--- src/rtl/led_sweeper_pkg.sv ---
`default_nettype none
// ============================================================================
//  Module      : led_sweeper_pkg
//  Description : Shared types and width helper for the LED sweep controller.
//  Revision    : 1.0 - initial release
// ============================================================================
package led_sweeper_pkg;

  typedef enum logic [1:0] {
    MODE_BOUNCE  = 2'd0,
    MODE_WRAP    = 2'd1,
    MODE_ONESHOT = 2'd2,
    MODE_HOLD    = 2'd3
  } sweep_mode_t;

  typedef enum logic {
    ST_IDLE = 1'b0,
    ST_BUSY = 1'b1
  } oneshot_state_t;

  // Width of the position output; never less than one bit.
  function automatic int pos_width(input int n);
    return (n <= 2) ? 1 : $clog2(n);
  endfunction

endpackage
`default_nettype wire

--- src/rtl/led_sweeper_step_prescaler.sv ---
`default_nettype none
// ============================================================================
//  Module      : step_prescaler
//  Description : Free-running step divider with synchronous clear. Pulses
//                o_step in the cycle the count sits at DIV-1.
//  Revision    : 1.0 - initial release
// ============================================================================
module step_prescaler #(
  parameter int DIV = 4
) (
  input  logic i_clk,
  input  logic i_rst_n,
  input  logic i_en,
  input  logic i_clr,
  output logic o_step
);

  localparam int              CW     = (DIV > 2) ? $clog2(DIV) : 1;
  localparam logic [CW-1:0]   C_LAST = CW'(DIV - 1);

  if (DIV < 2) begin : g_bad_div
    $error("step_prescaler: DIV must be >= 2");
  end

  logic [CW-1:0] cnt_q;
  logic [CW-1:0] cnt_d;

  assign o_step = i_en && (cnt_q == C_LAST);

  // Next count: clear beats wrap, wrap beats increment, disabled holds.
  always_comb begin
    cnt_d = cnt_q;
    if (i_clr) begin
      cnt_d = '0;
    end else if (o_step) begin
      cnt_d = '0;
    end else if (i_en) begin
      cnt_d = cnt_q + 1'b1;
    end
  end

  // Count register.
  always_ff @(posedge i_clk or negedge i_rst_n) begin
    if (!i_rst_n) begin
      cnt_q <= '0;
    end else begin
      cnt_q <= cnt_d;
    end
  end

endmodule
`default_nettype wire

--- src/rtl/led_sweeper.sv ---
`default_nettype none
// ============================================================================
//  Module      : led_sweeper
//  Description : One-hot LED sweep controller with bounce, wrap, one-shot and
//                hold modes. Optional trailing LED when LED_SWEEPER_TRAIL_EN
//                is defined.
//  Revision    : 1.0 - initial release
// ============================================================================
module led_sweeper
  import led_sweeper_pkg::*;
#(
  parameter int NLEDS    = 7,
  parameter int STEP_DIV = 25_000_000
) (
  input  logic                         i_clk,
  input  logic                         i_rst_n,
  input  logic                         i_run,
  input  logic [1:0]                   i_mode,
  input  logic                         i_start,
  output logic [NLEDS-1:0]             o_led,
  output logic [pos_width(NLEDS)-1:0]  o_pos,
  output logic                         o_dir,
  output logic                         o_busy,
  output logic                         o_done
);

  localparam int                PW     = pos_width(NLEDS);
  localparam logic [PW-1:0]     C_LAST = PW'(NLEDS - 1);
  localparam logic [PW-1:0]     C_ONE  = PW'(1);
  localparam logic [NLEDS-1:0]  C_BIT0 = NLEDS'(1);

  if (NLEDS < 2) begin : g_bad_nleds
    $error("led_sweeper: NLEDS must be >= 2");
  end

  sweep_mode_t     w_mode;
  logic            w_step;
  logic            w_start;
  logic            w_moved;

  logic [PW-1:0]   pos_q,   pos_d;
  logic            dir_q,   dir_d;
  oneshot_state_t  state_q, state_d;
  logic            done_q,  done_d;
  logic [NLEDS-1:0] led_q,  led_d;

  assign w_mode  = sweep_mode_t'(i_mode);
  assign w_start = i_run && (w_mode == MODE_ONESHOT) && (state_q == ST_IDLE) && i_start;

  step_prescaler #(
    .DIV (STEP_DIV)
  ) u_prescaler (
    .i_clk   (i_clk),
    .i_rst_n (i_rst_n),
    .i_en    (i_run),
    .i_clr   (w_start),
    .o_step  (w_step)
  );

  // Next position/direction/handshake; a start consumes any coincident step.
  always_comb begin
    pos_d   = pos_q;
    dir_d   = dir_q;
    state_d = state_q;
    done_d  = 1'b0;
    w_moved = 1'b0;
    if (w_start) begin
      state_d = ST_BUSY;
      pos_d   = '0;
      dir_d   = 1'b1;
    end else if (i_run) begin
      if ((state_q == ST_BUSY) && (w_mode != MODE_ONESHOT)) begin
        state_d = ST_IDLE;
      end
      if (w_step) begin
        case (w_mode)
          MODE_BOUNCE, MODE_ONESHOT: begin
            if ((w_mode == MODE_ONESHOT) && (state_q == ST_IDLE)) begin
              pos_d = '0;
              dir_d = 1'b1;
            end else if (dir_q) begin
              if (pos_q == C_LAST) begin
                pos_d = C_LAST - 1'b1;
                dir_d = 1'b0;
              end else begin
                pos_d = pos_q + 1'b1;
              end
            end else begin
              if (pos_q == '0) begin
                pos_d = C_ONE;
                dir_d = 1'b1;
              end else begin
                pos_d = pos_q - 1'b1;
              end
              // Arriving back at zero closes a one-shot sweep.
              if ((w_mode == MODE_ONESHOT) && (pos_q == C_ONE)) begin
                state_d = ST_IDLE;
                done_d  = 1'b1;
              end
            end
          end
          MODE_WRAP: begin
            dir_d = 1'b1;
            pos_d = (pos_q == C_LAST) ? '0 : pos_q + 1'b1;
          end
          MODE_HOLD: begin
          end
          default: begin
          end
        endcase
        w_moved = (pos_d != pos_q);
      end
    end
  end

`ifdef LED_SWEEPER_TRAIL_EN
  logic [PW-1:0] prev_q;
  logic [PW-1:0] prev_d;

  assign prev_d = w_moved ? pos_q : prev_q;
  assign led_d  = (C_BIT0 << pos_d) | (C_BIT0 << prev_d);

  // Trailing position remembers where the light was before each move.
  always_ff @(posedge i_clk or negedge i_rst_n) begin
    if (!i_rst_n) begin
      prev_q <= '0;
    end else begin
      prev_q <= prev_d;
    end
  end
`else
  assign led_d = C_BIT0 << pos_d;
`endif

  // All outputs are registered together so LEDs track position with no lag.
  always_ff @(posedge i_clk or negedge i_rst_n) begin
    if (!i_rst_n) begin
      pos_q   <= '0;
      dir_q   <= 1'b1;
      state_q <= ST_IDLE;
      done_q  <= 1'b0;
      led_q   <= C_BIT0;
    end else begin
      pos_q   <= pos_d;
      dir_q   <= dir_d;
      state_q <= state_d;
      done_q  <= done_d;
      led_q   <= led_d;
    end
  end

  assign o_led  = led_q;
  assign o_pos  = pos_q;
  assign o_dir  = dir_q;
  assign o_busy = (state_q == ST_BUSY);
  assign o_done = done_q;

endmodule
`default_nettype wire

--- config.mk ---
export PLATFORM = sky130hd
export DESIGN_NAME = led_sweeper
export DESIGN_NICKNAME = d
export VERILOG_FILES = /design/src/rtl/led_sweeper_pkg.sv /design/src/rtl/led_sweeper_step_prescaler.sv /design/src/rtl/led_sweeper.sv
export SDC_FILE = /design/constraint.sdc
export NUM_CORES = 1
export LEC_CHECK = 0
export CAP_MARGIN = 20
export CORE_MARGIN = 2
export CORE_UTILIZATION = 30
export DETAILED_ROUTE_END_ITERATION = 8
export DONT_BUFFER_PORTS = 1
export PLACE_DENSITY = 0.53
export SYNTH_ARGS = -nofsm -noshare
export SYNTH_HDL_FRONTEND = slang
export SYNTH_SLANG_ARGS = --single-unit
--- constraint.sdc ---
create_clock -name i_clk -period 2.9 [get_ports i_clk]
set_input_delay 0.58 -clock i_clk [delete_from_list [all_inputs] [get_ports i_clk]]
set_output_delay 0.58 -clock i_clk [all_outputs]
set_load 0.01 [all_outputs]
# Word level (Yosys, flattened, before mapping)
# Cells that the tools add are included.
# W data, S select, Z words.
# totals
register_bits,38
output_inout_bits,13
word_cells,67
# classes
n_addsub,3
n_eq_ne,6
shift,1
muxes,35
n_bitwise,1
n_reduce_logical,15
# op_table
operator,n
$mux W25,3
$add A25 B1 Y25 const B,1
$eq A25 B25 Y1 const B,1
$mux W3,8
$mux W1,22
$logic_and A1 B1 Y1,7
$shl A1 B3 Y7 const A,1
$pmux W3 S2,1
$reduce_bool A3 Y1,2
$reduce_bool A2 Y1,2
$add A3 B1 Y3 const B,1
$eq A3 B1 Y1 const B,1
$eq A3 B3 Y1 const B,1
$logic_not A3 Y1,1
$reduce_and A3 Y1,1
$sub A3 B1 Y3 const B,1
$eq A2 B1 Y1 const B,1
$eq A2 B2 Y1 const B,1
$logic_not A2 Y1,1
$ne A2 B2 Y1 const B,1
$pmux W1 S2,1
$reduce_or A2 Y1,1
$not A1 Y1,1

# Depth between registers and ports, before layout
# Gate-level depths: netlist (run 1).
# logic_depth
depth_word,10
mapped_depth,10

# By module
# A second synthesis (run 1) with hierarchy kept.
# hier_totals
cells_unflattened,231
hier_area_um2,2230.9
# modules_own_cells
module,n_inst,cells_each,area_each_um2,seq_area_each_um2
step_prescaler,1,152,1398.8,625.6
led_sweeper,1,79,832.0,327.8

# Least setup slack after synthesis (run 1)
# Ideal clock, no wire load.
# synth_timing
kind,flip-flop to flip-flop
from,register u_prescaler.cnt_q[8]
to,register led_q[6] (netlist: o_led[6])
setup_time_ns,0.120
arrival_ns,1.955
t_required_ns,2.780
slack_ns,0.824
path_stages_with_launch,7
path_buffers,0
path_cell_list,dfrtp_1 or4_4 nor4_4 and2_1 a211o_1 inv_2 and4_1
# synth_via
elab_chain_cells,6
# synth_lines
element,line_no,text
"start, declared",led_sweeper_step_prescaler.sv:25,logic [CW-1:0] cnt_q;
"start signal, assigned",led_sweeper_step_prescaler.sv:47,cnt_q <= cnt_d;
$eq A25 B25 Y1,led_sweeper_step_prescaler.sv:28,assign o_step = i_en && (cnt_q == C_LAST);
$logic_and A1 B1 Y1,led_sweeper_step_prescaler.sv:28,
$mux W3,led_sweeper.sv:75,if (w_step) begin
$mux W3,led_sweeper.sv:71,end else if (i_run) begin
$mux W3,led_sweeper.sv:67,if (w_start) begin
net pos_d[2],led_sweeper.sv:41,"logic [PW-1:0] pos_q, pos_d;"
$shl A1 B3 Y7,led_sweeper.sv:132,assign led_d = C_BIT0 << pos_d;
net led_d[6],led_sweeper.sv:45,"logic [NLEDS-1:0] led_q, led_d;"
"end signal, assigned",led_sweeper.sv:148,led_q <= led_d;
"end, declared",led_sweeper.sv:45,
# The timed path passes the listed nets, and every way through them passes these cells.
# A chain may end at the register's enable or synchronous reset.

# Final worst setup path (run 1)
# layout_timing
from,register u_prescaler.cnt_q[0]
to,register led_q[6] (netlist: o_led[6])
# The elaborated chain is that of the path after synthesis.

==> flow_summary_export.csv, run 1 <==
group,metric,value,unit
route,drtIter0Drc,58,
route,vias_per_cell,5.20,
grt,grt.total_usage,0.129,
logic_synthesis,synth_edf_count,0,
final_layout,instances_no_fill,297,
route,drc,0,
pwr,combPwrFrac,0.088,
worst_setup_path,endpoint_kind,"register",
final_layout,post-route-util,0.340,
logic_synthesis,synth-seq-area-share,0.466,
worst_setup_path,critPathMaxStageDelay,0.68,ns
pwr,design_power_total,1.17,mW
sta,finalHoldViolCount,0,
grt,grt_pass1_wl,7420,um
die,start_util,0.306,
pwr,p_leak,1.02,nW
worst_setup_path,crit_required,3.13,ns
grt,grtUsageMet3,0.0429,
grt,gr-usage-met2,0.190,
logic_synthesis,synth_top_area_cell,"dfrtp_1",
clock_network,cts_max_level,2,
die,coreArea,6680,um2
final_layout,num_antenna_cells,0,
grt,grt_pass1_vias,1473,
logic_synthesis,syn_area_per_cell,9.70,um2
final_layout,drive_above_1_share,0.0968,
grt,antenna_found_initial,0,
grt,met1_usage,0.176,
pwr,power_frac_seq,0.524,
grt,busiest_layer,"met2",
sta,setup_viol,0,
sta,relSlewSlack,0.528,
die,ioPinCount,19,
worst_setup_path,crit_fanout,5,
worst_setup_path,slowest_stage,"nor4b_1",
route,ant_nets,0,
worst_setup_path,critPathLaunch,"u_prescaler.cnt_q[0]",
final_layout,multiInputGateArea,1030,um2
route,vias,1544,
pwr,p_clk_frac,0.388,
route,wl_per_cell,14.8,um
logic_synthesis,synth_area,2050,um2
logic_synthesis,synthArstFlopShare,1.00,
final_layout,fill_cells,692,
logic_synthesis,synth_nets,220,
clock_network,numCtsBuffers,5,
route,first_pass_iters,4,
logic_synthesis,synth_ff_type,"dfrtp_1",
sta,fmax,419,MHz
job,drv_cap,0,
pwr,ir_drop,0.000215,V
pwr,swShare,0.261,
sta,rsz0062_at_grt,"false",
worst_setup_path,cp-start-kind,"register",
clock_network,clockBufferDepth,2,
worst_setup_path,crit_arrival,2.62,ns
hold_path,hold_path_class,"input port to asynchronous set/reset pin",
final_layout,seq_area,953,um2
final_layout,final_area,2270,um2
clock_network,tritoncts,"done",
sta,setup_tns,0,ns
die,dieArea,7500,um2
placement,dp_hpwl,2990,um
logic_synthesis,ys_ff_latch,38,
pwr,power.density,515,nW/um2
worst_setup_path,worstPathCellList,"ha_1, nand3_1, nor4b_1, a21oi_1, a211o_1, inv_2, and4_1",
sta,skew,0.00413,ns
die,rows,30,
logic_synthesis,yosys-top-cells-area,"dfrtp_1 44%, xor2_1 7.3%, nor2_1 5.1%",
clock_network,path_clk_slew,0.08,ns
logic_synthesis,syn_inst,211,
placement,dp.cells,288,
pwr,internal_power,0.865,mW
sta,tightest_slew,0.697,ns
logic_synthesis,ys_types,42,
placement,place_area,2140,um2
sta,drv_slew,0,
clock_network,cts_sinks,38,
logic_synthesis,synth_top_area_frac,0.440,
clock_network,clock_latency,0.29,ns
logic_synthesis,netlist_top_cells_count,"36 x dfrtp_1, 28 x nor2_1, 17 x xor2_1",
sta,finalCritPeriodShare,0.822,
placement,gp_congestion,0.777,
final_layout,final_nets,225,
sta,period_minus_slack,2.39,ns
clock_network,cts_root_buf,"clkbuf_8",
outcome,run_status,"finished clean",
grt,grt_overflow,0,
die,die_height,86.6,um
pwr,p_sw,0.305,mW
grt,grt_max_degree,37,
worst_setup_path,crit_type,"register to register",
logic_synthesis,yosys_warnings,0,
die,die_w,86.6,um
route,wl,4380,um
worst_setup_path,r2r-start,"u_prescaler.cnt_q[0]",
placement,io_buffers,0,
final_layout,area_growth,11.0,%
clock_network,cts-resized-gates,0,
logic_synthesis,synth.most_common_cell,"dfrtp_1",
layout by cell type, fill, tap and decap left out, types with 2 or more instances in the layout:
cell type  count
dfrtp_1       36
nor2_1        28
xor2_1        17
nand2_1       12
nand4_1       10
a21oi_1        9
inv_1          7
nand3_1        7
and3_1         7
nor3_1         6
and2_1         5
nor4b_1        5
a21o_1         5
and4_1         5
xnor2_1        5
clkbuf_8       5
a211oi_1       4
o21ai_0        4
nand3b_1       3
ha_1           3
buf_4          3
nand4b_1       2
o221ai_1       2
nand2b_1       2
inv_2          2
nor4_1         2
clkinv_2       2
dfstp_2        2
worst paths after layout:
kind / to / slack (ns) / cells past startpoint
setup / recovery: o_led[6] / 0.51 / 7
hold / removal: u_prescaler.cnt_q[22] / 0.11 / 1
setup reg to reg: o_led[6] / 0.51 / 7
hold reg to reg: u_prescaler.cnt_q[14] / 0.55 / 2
max in group asynchronous: o_pos[0] / 2.61 / 1
min in group i_clk: o_done / 0.34 / 1
stage by stage:
step	hold slack, ns	worst slack [ns]
final	0.114	0.515
after global placement	0.286	0.583
after global routing	0.0901	0.332
after detailed placement	0.286	0.554
after floorplan	0.284	0.824
after CTS	0.105	0.520
routing by layer:
metal / share of wire / wire length, um
met1: 0.50 / 2180
met4: 0.013 / 58
met5: 0 / 0
met3: 0.046 / 203
met2: 0.44 / 1950
cells by family (layout without fill, tap and decap cells):
kind of cell,count (synthesis),in the layout,synth area share
adder cells (fa/ha/maj),3,3,0.0183
AO/OA/AOI/OAI,33,33,0.114
AND/OR/NAND/NOR,100,100,0.278
flip-flops,38,38,0.466
XOR/XNOR,22,22,0.0941
buffers and inverters,15,21,0.0293
flip-flops by register name, indices dropped and copies added, names as in the netlist:
name               cells
u_prescaler.cnt_q     25
o_led                  7
o_pos                  3
o_busy                 1
o_dir                  1
o_done                 1
power groups by stage:
stage / clock [mW] / sequential [mW] / combinational (mW)
after floorplan: 0 / 0.613 / 0.0790
after global placement: 0 / 0.623 / 0.0904
after detailed placement: 0 / 0.624 / 0.0909
after CTS: 0.469 / 0.613 / 0.105
after global routing: 0.497 / 0.619 / 0.122
final: 0.454 / 0.614 / 0.103
what timing repair did:
action	CTS	global route
hold buffers	1	0
setup buffers	0	0
endpoints found under the setup margin	0	0
hold endpoints to repair	36	0
area by class of cell:
class	instances	share of cell area
clock buffers	5	0.0303
inverters	9	0.0149
clock inverters	3	0.0176
repair buffers	4	0.0187
multi-input cells	158	0.455
flip-flops and latches	38	0.420
well taps	80	0.0441
critical path: cells and delay by family (launching register included):
family	cells	cell delay (ns)
simple gates	3	1.06
compound gates	2	0.53
flops	1	0.42
fa+ha+maj	1	0.22
buf+inv	1	0.10
No activity file was read; power rests on OpenSTA's default activity.
==> run 2: changes to the inputs <==
Settings changed: PLACE_DENSITY 0.53 to 0.54.
Clock period 2.9 ns to 2 ns, I/O delays scaled along.
==> run 2 against run 1 <==
- the flow now finishes with violations (setup timing)
- critical path type unchanged
- flip-flop and latch count did not move
- count of clock-buffer cells in the layout is 1 higher
- register-to-register slack lost 0.61 ns
- utilization increased by 6.1 points
- clock power is 81% higher
==> flow_summary_export.csv, run 2 (synthesized netlist as in run 1, its figures left out) <==
group,metric,value,unit
pwr,p_sw,0.458,mW
final_layout,final_cell_mix,"36 x dfrtp_1, 28 x nor2_1, 26 x buf_4, 17 x xor2_1, 12 x nand2_1",
die,ioPinCount,19,
worst_setup_path,r2r-start,"u_prescaler.cnt_q[9]",
pwr,design_power_total,1.92,mW
placement,dp_hpwl,3200,um
hold_path,min_from,"i_mode[0]",
pwr,power_frac_seq,0.454,
route,vias,1640,
route,wl_per_cell,14.1,um
final_layout,instances_no_fill,327,
grt,grt_pass1_vias,1573,
pwr,combPwrFrac,0.118,
pwr,power.density,717,nW/um2
clock_network,cts_max_level,2,
worst_setup_path,regToRegSetupSlack,-0.09,ns
placement,place_area,2340,um2
route,ant_nets,0,
clock_network,path_clk_slew,0.08,ns
worst_setup_path,crit_arrival,2.30,ns
clock_network,clockBufferDepth,2,
final_layout,fill_cells,664,
final_layout,final_common_cell,"dfrtp_1",
die,dieArea,7500,um2
die,die_height,86.6,um
grt,antenna_found_initial,0,
final_layout,top_register,"u_prescaler.cnt_q",
worst_setup_path,crit_required,2.21,ns
pwr,swShare,0.238,
sta,period_minus_slack,2.09,ns
sta,finalCritPeriodShare,1.05,
pwr,p_leak,1.23,nW
clock_network,cts_sinks,38,
sta,relSlewSlack,0.694,
hold_path,hold_end,"o_done",
worst_setup_path,cp-start-kind,"register",
placement,gp_congestion,0.784,
worst_setup_path,r2r_cells,5,
pwr,p_clk_frac,0.428,
route,first_pass_iters,4,
clock_network,tritoncts,"done",
sta,worst_slack,-0.0938,ns
final_layout,num_antenna_cells,0,
final_layout,largest_reg_flops,25,
final_layout,drive_above_1_share,0.243,
route,drtIter0Drc,35,
clock_network,cts_root_buf,"clkbuf_8",
die,coreArea,6680,um2
final_layout,multiInputGateArea,1110,um2
worst_setup_path,reg2reg_to,"o_led[4]",
final_layout,final_nets,255,
pwr,internal_power,1.46,mW
outcome,run_status,"finished, violations left",
clock_network,numCtsBuffers,5,
clock_network,clock_latency,0.30,ns
sta,hold_ws,0.154,ns
hold_path,hold_path_class,"input port to register",
grt,grt_overflow,0,
worst_setup_path,crit_type,"register to register",
sta,rsz0062_at_grt,"true",
die,start_util,0.306,
placement,io_buffers,0,
placement,dp.cells,312,
pwr,ir_drop,0.000377,V
route,wl,4610,um
final_layout,area_growth,30.9,%
hold_path,min_path_cells,1,
sta,tightest_slew,0.457,ns
sta,drv_slew,0,
job,drv_cap,0,
grt,grt.total_usage,0.130,
worst_setup_path,endpoint_kind,"register",
worst_setup_path,crit_fanout,8,
final_layout,seq_area,953,um2
route,vias_per_cell,5.02,
route,drc,0,
sta,skew,0.00427,ns
sta,setup_viol,15,
grt,grt_pass1_wl,7690,um
sta,finalHoldViolCount,0,
die,die_w,86.6,um
outcome,violations,"setup timing",
die,rows,30,
grt,grt_max_degree,39,
sta,fmax,478,MHz
final_layout,final_area,2680,um2
==> run 2: routing by layer <==
metal | track usage | vias up | share of wire
met1 | 0.181 | 785 | 0.49
met5 | 0 | - | 0
met3 | 0.0476 | 8 | 0.045
met4 | 0.0256 | 0 | 0.0082
met2 | 0.195 | 22 | 0.45
li1 | - | 825 | -
==> run 2: critical path: stages (launching register included) <==
cell and delay (ns):
dfrtp_1 0.38, or4bb_1 0.54, nor4_4 0.38, and2_4 0.25
a41oi_4 0.17, a211oi_1 0.28
==> run 2: area by class of cell <==
type                       instances  share of cell area
timing repair buffer              34               0.124
clock buffer                       6              0.0308
tap                               80              0.0374
multi-input combinational        158               0.416
sequential                        38               0.356
clock inverter                     2              0.0224
inverter                           9              0.0135
==> run 2: how the worst max path moves through the flow <==
stage                     depth (start not counted)                  from  slack [ns]       end
after detailed placement                          5  u_prescaler.cnt_q[9]       -0.11  o_led[1]
after CTS                                         5  u_prescaler.cnt_q[8]       -0.07  o_led[1]
final                                             5  u_prescaler.cnt_q[9]       -0.09  o_led[4]
after floorplan                                   6  u_prescaler.cnt_q[9]       -0.01  o_led[6]
after global routing                              5  u_prescaler.cnt_q[9]       -0.19  o_led[4]
after global placement                            5  u_prescaler.cnt_q[9]       -0.07  o_led[1]
==> run 2: power groups by stage <==
stage | clock network (mW) | logic, mW | registers (mW)
final | 0.823 | 0.226 | 0.873
after global routing | 0.879 | 0.255 | 0.884
after CTS | 0.852 | 0.209 | 0.873
after detailed placement | 0 | 0.185 | 0.889
after global placement | 0 | 0.181 | 0.889
after floorplan | 0 | 0.115 | 0.889
==> run 2: repair_timing <==
| action | CTS | global route |
|---|---|---|
| hold buffers | 2 | 0 |
| pin swaps | 6 | 5 |
| gates cloned | 0 | 1 |
| hold endpoints to repair | 38 | 0 |
| setup buffers | 1 | 3 |
| endpoints found under the setup margin | 9 | 28 |
| resized for setup | 2 | 20 |
==> run 2: through the flow <==
stage | TNS [ns] | utilization | worst slack (ns)
CTS | -0.428 | 0.378 | -0.0730
finish | -0.617 | 0.401 | -0.0938
floorplan | -0.0243 | - | -0.0138
global route | -2.19 | 0.401 | -0.188
global placement | -0.393 | 0.350 | -0.0696
detailed placement | -0.675 | 0.350 | -0.114
